[config.mk]
export PLATFORM = sky130hd
export DESIGN_NAME = pixel_frame_ctrl
export DESIGN_NICKNAME = d
export VERILOG_FILES = /design/src/rtl/pixel_pkg.sv /design/src/rtl/pixel_phase_timer.sv /design/src/rtl/pixel_frame_ctrl.sv
export SDC_FILE = /design/constraint.sdc
export NUM_CORES = 1
export LEC_CHECK = 0
export ABC_CLOCK_PERIOD_IN_PS = 2200
export BUFFER_PORTS_ARGS = -buffer_cell sky130_fd_sc_hd__buf_4
export CORE_ASPECT_RATIO = 1.75
export CORE_UTILIZATION = 44
export CTS_BUF_LIST = sky130_fd_sc_hd__clkbuf_16
export CTS_CLUSTER_DIAMETER = 50
export DETAILED_ROUTE_END_ITERATION = 16
export PLACE_DENSITY = 0.76
export RECOVER_POWER = 100
export SYNTH_ARGS = -nofsm -noshare
export SYNTH_HDL_FRONTEND = slang
export SYNTH_SLANG_ARGS = --single-unit
[constraint.sdc]
create_clock -name clk -period 2.2 [get_ports clk]
set_clock_uncertainty 0.05 [all_clocks]
set_input_delay 0.33 -clock clk [delete_from_list [all_inputs] [get_ports clk]]
set_output_delay 0.33 -clock clk [all_outputs]
set_load 0.02 [all_outputs]
[src/rtl/pixel_pkg.sv]
// Shared types and constants for the pixel frame sequencer.
package pixel_pkg;

  localparam int PX_BITS = 8;
  localparam logic [PX_BITS-1:0] CNT_MAX = 8'hFF;

  typedef enum logic [2:0] {
    ST_IDLE     = 3'd0,
    ST_ERASE    = 3'd1,
    ST_EXPOSE   = 3'd2,
    ST_CONVERT  = 3'd3,
    ST_TURN     = 3'd4,
    ST_READ_SEL = 3'd5,
    ST_READ_OUT = 3'd6
  } frame_state_t;

endpackage

[src/rtl/pixel_phase_timer.sv]
// Loadable down-counter; o_done flags a zero count, o_count_nxt is the value
// the counter takes at the next edge (so callers can register derived outputs).
module pixel_phase_timer
  import pixel_pkg::*;
(
  input  logic               clk,
  input  logic               reset,
  input  logic               i_load,
  input  logic [PX_BITS-1:0] i_load_val,
  output logic [PX_BITS-1:0] o_count_nxt,
  output logic               o_done
);

  logic [PX_BITS-1:0] r_count;
  logic [PX_BITS-1:0] w_count_nxt;

  // Saturates at zero so an idle timer keeps reporting done.
  always_comb begin
    w_count_nxt = r_count;
    if (i_load) begin
      w_count_nxt = i_load_val;
    end else if (r_count != '0) begin
      w_count_nxt = r_count - 1'b1;
    end
  end

  always_ff @(posedge clk or posedge reset) begin
    if (reset) begin
      r_count <= '0;
    end else begin
      r_count <= w_count_nxt;
    end
  end

  assign o_count_nxt = w_count_nxt;
  assign o_done      = (r_count == '0);

endmodule

[src/rtl/pixel_frame_ctrl.sv]
// Start-triggered frame sequencer: erase/expose/convert phases, then per-row
// sampling of the column buses handed out over a valid/ready port.
module pixel_frame_ctrl
  import pixel_pkg::*;
#(
  parameter int ROWS       = 2,
  parameter int COLS       = 4,
  parameter int ERASE_CYC  = 5,
  parameter int EXPOSE_CYC = 255,
  parameter int SETTLE_CYC = 2,
  localparam int RW        = (ROWS > 1) ? $clog2(ROWS) : 1
) (
  input  logic                      clk,
  input  logic                      reset,
  input  logic                      start,
  output logic                      erase,
  output logic                      expose,
  output logic                      convert,
  output logic                      read,
  output logic [ROWS-1:0]           row_sel,
  output logic                      data_oe,
  output logic [PX_BITS*COLS-1:0]   data_out,
  input  logic [PX_BITS*COLS-1:0]   data_in,
  output logic                      px_valid,
  input  logic                      px_ready,
  output logic [PX_BITS*COLS-1:0]   px_data,
  output logic [RW-1:0]             px_row,
  output logic                      busy,
  output logic                      frame_done,
  output frame_state_t              state_dbg
);

  frame_state_t             r_state, w_state_nxt;
  logic [RW-1:0]            r_row, w_row_nxt;
  logic                     w_load, w_capture, w_last_hs, w_tmr_done;
  logic [PX_BITS-1:0]       w_load_val, w_count_nxt, w_conv;
  logic                     r_erase, r_expose, r_convert, r_read, r_data_oe;
  logic                     r_px_valid, r_busy, r_frame_done;
  logic [ROWS-1:0]          r_row_sel;
  logic [PX_BITS*COLS-1:0]  r_data_out, r_px_data;
  logic [RW-1:0]            r_px_row;

  pixel_phase_timer u_timer (
    .clk         (clk),
    .reset       (reset),
    .i_load      (w_load),
    .i_load_val  (w_load_val),
    .o_count_nxt (w_count_nxt),
    .o_done      (w_tmr_done)
  );

  // Handshake: a sample transfers on a rising edge where px_valid and
  // px_ready are both 1; px_data/px_row hold until then, px_ready is ignored
  // whenever px_valid is 0.
  always_comb begin
    w_state_nxt = r_state;
    w_row_nxt   = r_row;
    w_load      = 1'b0;
    w_load_val  = '0;
    w_capture   = 1'b0;
    w_last_hs   = 1'b0;
    case (r_state)
      ST_IDLE: if (start) begin
        w_state_nxt = ST_ERASE;
        w_row_nxt   = '0;
        w_load      = 1'b1;
        w_load_val  = PX_BITS'(ERASE_CYC - 1);
      end
      ST_ERASE: if (w_tmr_done) begin
        w_state_nxt = ST_EXPOSE;
        w_load      = 1'b1;
        w_load_val  = PX_BITS'(EXPOSE_CYC - 1);
      end
      ST_EXPOSE: if (w_tmr_done) begin
        w_state_nxt = ST_CONVERT;
        w_load      = 1'b1;
        w_load_val  = CNT_MAX;
      end
      ST_CONVERT: if (w_tmr_done) w_state_nxt = ST_TURN;
      ST_TURN: begin
        w_state_nxt = ST_READ_SEL;
        w_load      = 1'b1;
        w_load_val  = PX_BITS'(SETTLE_CYC - 1);
      end
      ST_READ_SEL: if (w_tmr_done) begin
        w_state_nxt = ST_READ_OUT;
        w_capture   = 1'b1;
      end
      ST_READ_OUT: if (px_ready) begin
        if (r_row == RW'(ROWS - 1)) begin
          w_state_nxt = ST_IDLE;
          w_last_hs   = 1'b1;
        end else begin
          w_state_nxt = ST_READ_SEL;
          w_row_nxt   = r_row + RW'(1);
          w_load      = 1'b1;
          w_load_val  = PX_BITS'(SETTLE_CYC - 1);
        end
      end
      default: w_state_nxt = ST_IDLE;
    endcase
  end

  // The timer counts 255..0 through CONVERT, so the broadcast ramp is its complement.
  assign w_conv = CNT_MAX - w_count_nxt;

  always_ff @(posedge clk or posedge reset) begin
    if (reset) begin
      r_state      <= ST_IDLE;
      r_row        <= '0;
      r_erase      <= 1'b0;
      r_expose     <= 1'b0;
      r_convert    <= 1'b0;
      r_read       <= 1'b0;
      r_row_sel    <= '0;
      r_data_oe    <= 1'b0;
      r_data_out   <= '0;
      r_px_valid   <= 1'b0;
      r_px_data    <= '0;
      r_px_row     <= '0;
      r_busy       <= 1'b0;
      r_frame_done <= 1'b0;
    end else begin
      r_state      <= w_state_nxt;
      r_row        <= w_row_nxt;
      r_erase      <= (w_state_nxt == ST_ERASE);
      r_expose     <= (w_state_nxt == ST_EXPOSE);
      r_convert    <= (w_state_nxt == ST_CONVERT);
      r_read       <= (w_state_nxt == ST_TURN) || (w_state_nxt == ST_READ_SEL) ||
                      (w_state_nxt == ST_READ_OUT);
      r_row_sel    <= ((w_state_nxt == ST_READ_SEL) || (w_state_nxt == ST_READ_OUT)) ?
                      (ROWS'(1) << w_row_nxt) : '0;
      r_data_oe    <= (w_state_nxt == ST_CONVERT);
      r_data_out   <= (w_state_nxt == ST_CONVERT) ? {COLS{w_conv}} : '0;
      r_px_valid   <= (w_state_nxt == ST_READ_OUT);
      r_busy       <= (w_state_nxt != ST_IDLE);
      r_frame_done <= w_last_hs;
      if (w_capture) begin
        r_px_data <= data_in;
        r_px_row  <= r_row;
      end
    end
  end

  assign erase      = r_erase;
  assign expose     = r_expose;
  assign convert    = r_convert;
  assign read       = r_read;
  assign row_sel    = r_row_sel;
  assign data_oe    = r_data_oe;
  assign data_out   = r_data_out;
  assign px_valid   = r_px_valid;
  assign px_data    = r_px_data;
  assign px_row     = r_px_row;
  assign busy       = r_busy;
  assign frame_done = r_frame_done;
  assign state_dbg  = r_state;

endmodule
==> summary.txt <==
number of max-cap violations = 1
total grt overflow = 0
Hold Fails Final Rpt = 0
Clk pin slew, worst setup/hold paths = 50 ps
area taken by flip-flops and latches = 1550 um2
top post-synthesis cells by area = dfrtp_1 53%, mux2_2 12%, buf_4 6.7%
Routed WL = 6.88 mm
Hold Path Class = in2reg
worst vdd ir = 0.978 mV
post-DP HPWL = 4.95 mm
first-iteration detailed-routing DRC count = 80
Placed Area = 3780 um2
first-pass GRT wire length = 10.4 mm
largest area contributor in the netlist = dfrtp_1
Critical Path AT = 2290 ps
Root Buffer = clkbuf_16
final instance area = 3840 um2
IO Pins = 114
Slew Limit Headroom = -24.9%
CTS sink cnt = 62
Core Box Area = 6320 um2
vias per inst = 5.02
mux contribution to synthesized area = 12.7%
post-synthesis compound-gate area fraction = 10.2%
Critical Path RT = 2360 ps
Yosys top cell area share = 53.1%
Final Max Tran Viols = 36
Main synth FF type = dfrtp_1
antenna violations before repair = 0
fin crit share = 96.5%
total power = 6.47 mW
count of cell types in the netlist = 51
htree depth = 3
endpoint class of the critical path = register
Ys Warns = 0
#FFs+latches synth = 62
CTS tree = built
CP max FO = 5
Residual DRC = 0
Post-Synthesis Cell Area = 2920 um2
Post-Syn Nets = 267
wire per inst = 16.0 um
final setup fails = 0
layout overhead on the synthesized area = 31.4%
die width = 63.6 um
outcome = finished, violations left
XOR/XNOR Fraction of Synth Area = 2.10%
mean post-synth cell area = 12.8 um2
vias in the first global route = 2142
number of synthesized flops with an enable pin = 0
failing checks = capacitance limit, slew limit
fraction of registers with async set/reset = 100%
fmax = 0.471 GHz
gr usage total = 20.4%
final net count = 382
FP Rows = 38
Pwr per Cell Area = 1690 nW/um2
Post-Synth Adder-Cell Area = 0.857%
IO Port Bufs = 113
sequential-to-total area share from yosys stat = 53.1%
Setup crit start kind = register
P_leak = 1.71 nW
total die area = 6980 um2
Initial Utilization = 46.2%
Mapped Cells = 229
hold buffers post-CTS = 0
clock latency at the later pin of the worst-skew pair = 320 ps
commonest cells in the netlist = 62 x dfrtp_1, 30 x mux2_2, 26 x buf_4
worst setup path class = reg2reg
GPL Wtd Cong = 0.872
router iterations before antenna repair = 4
most frequent cell after synthesis = dfrtp_1
Antenna diodes = 0
Hold Worst Slack = 183 ps
largest net degree at the start of global routing = 36
Filler cells = 572
main combinational cell family by area after synthesis = multiplexers
Die Height = 110 um
Num CTS Buffers = 9
simple-gate share of the synthesized area = 11.3%
Tightest Pin Transition = 1870 ps
post-route ant nets = 0
crit path time final = 2120 ps
total number of vias = 2152
Multi-input gate area = 1110 um2
maximum clock insertion buffer count = 2
layout cells sized above 1 = 34.1%
final timing paths:
kind / from / slack, ps / cells past startpoint / to
max: u_timer.r_count[0] / 80 / 8 / data_out[30]
min in group asynchronous: reset / 460 / 3 / px_data[3]
min: data_in[19] / 180 / 2 / px_data[19]
max in group asynchronous: reset / 370 / 3 / state_dbg[2]
max reg2reg: u_timer.r_count[0] / 80 / 8 / data_out[30]
min reg2reg: px_row / 440 / 1 / px_row
cells by family (layout without fill, tap and decap cells):
group,after synthesis,in the layout
AOI/OAI and AO/OA,36,36
xor gates and xnor gates,7,7
muxes,33,33
adders and majority gates,2,2
and+or+nand+nor,50,50
buffers and inverters,39,159
DFF,62,62
worst max-delay path, cell delays in order, from the launching register on:
cell,delay [ps]
dfrtp_1,370
inv_1,100
ha_2,190
nor3b_4,240
buf_6,150
nand2_4,50
o311a_1,360
buf_4,180
a2111oi_4,330
what timing repair did:
item,4_1_cts,5_1_grt
setup buffers,0,2
setup endpoints to repair,0,36
hold endpoints to repair,0,0
resized for setup,0,7
state kept, by name (all words and copies together) (netlist names), 2 cells and up:
name             count
px_data             32
data_out             8
u_timer.r_count      8
state_dbg            3
row_sel              2
per-stage QoR:
| stage | setup TNS, ps | util [%] | worst slack, ps | instances |
|---|---|---|---|---|
| floorplan | 0 | - | 109 | 229 |
| global placement | 0 | 59.9 | 69.6 | 411 |
| detailed placement | 0 | 59.9 | 47.8 | 411 |
| CTS | 0 | 64.7 | 26.2 | 427 |
| global route | -3.08 | 60.7 | -3.08 | 429 |
| finish | 0 | 60.7 | 77.1 | 429 |
report_power, final:
group | internal [mW] | leakage [nW] | switching [mW]
logic | 1.17 | 0.789 | 1.82
clock network | 0.973 | 0.157 | 0.467
registers | 1.65 | 0.762 | 0.388
total | 3.79 | 1.71 | 2.68
layer usage:
layer  GRT usage (%)  wire length [um]
met1            21.3              2570
met2            36.6              3920
met3            5.39               295
met4            11.5               102
met5               0                 0
cells in the final DEF (no fill, tap or decap), drive strengths merged, types with 3 or more instances in the layout:
cell,n
a2111oi,4
a21o,5
a21oi,7
a22oi,3
buf,56
clkbuf,90
dfrtp,62
inv,9
mux2,33
nand2,9
nand3,4
nor2,9
nor3,7
nor3b,3
o21ai,8
xnor2,5
final cells by class:
cell class | count | area share, %
Multi-Input combinational cell | 128 | 28.9
Sequential cell | 62 | 40.4
Tap cell | 80 | 2.61
Inverter | 6 | 0.587
Clock inverter | 7 | 2.15
Timing Repair Buffer | 137 | 19.5
Clock buffer | 9 | 5.87
Power figures use the tool's default switching activity.
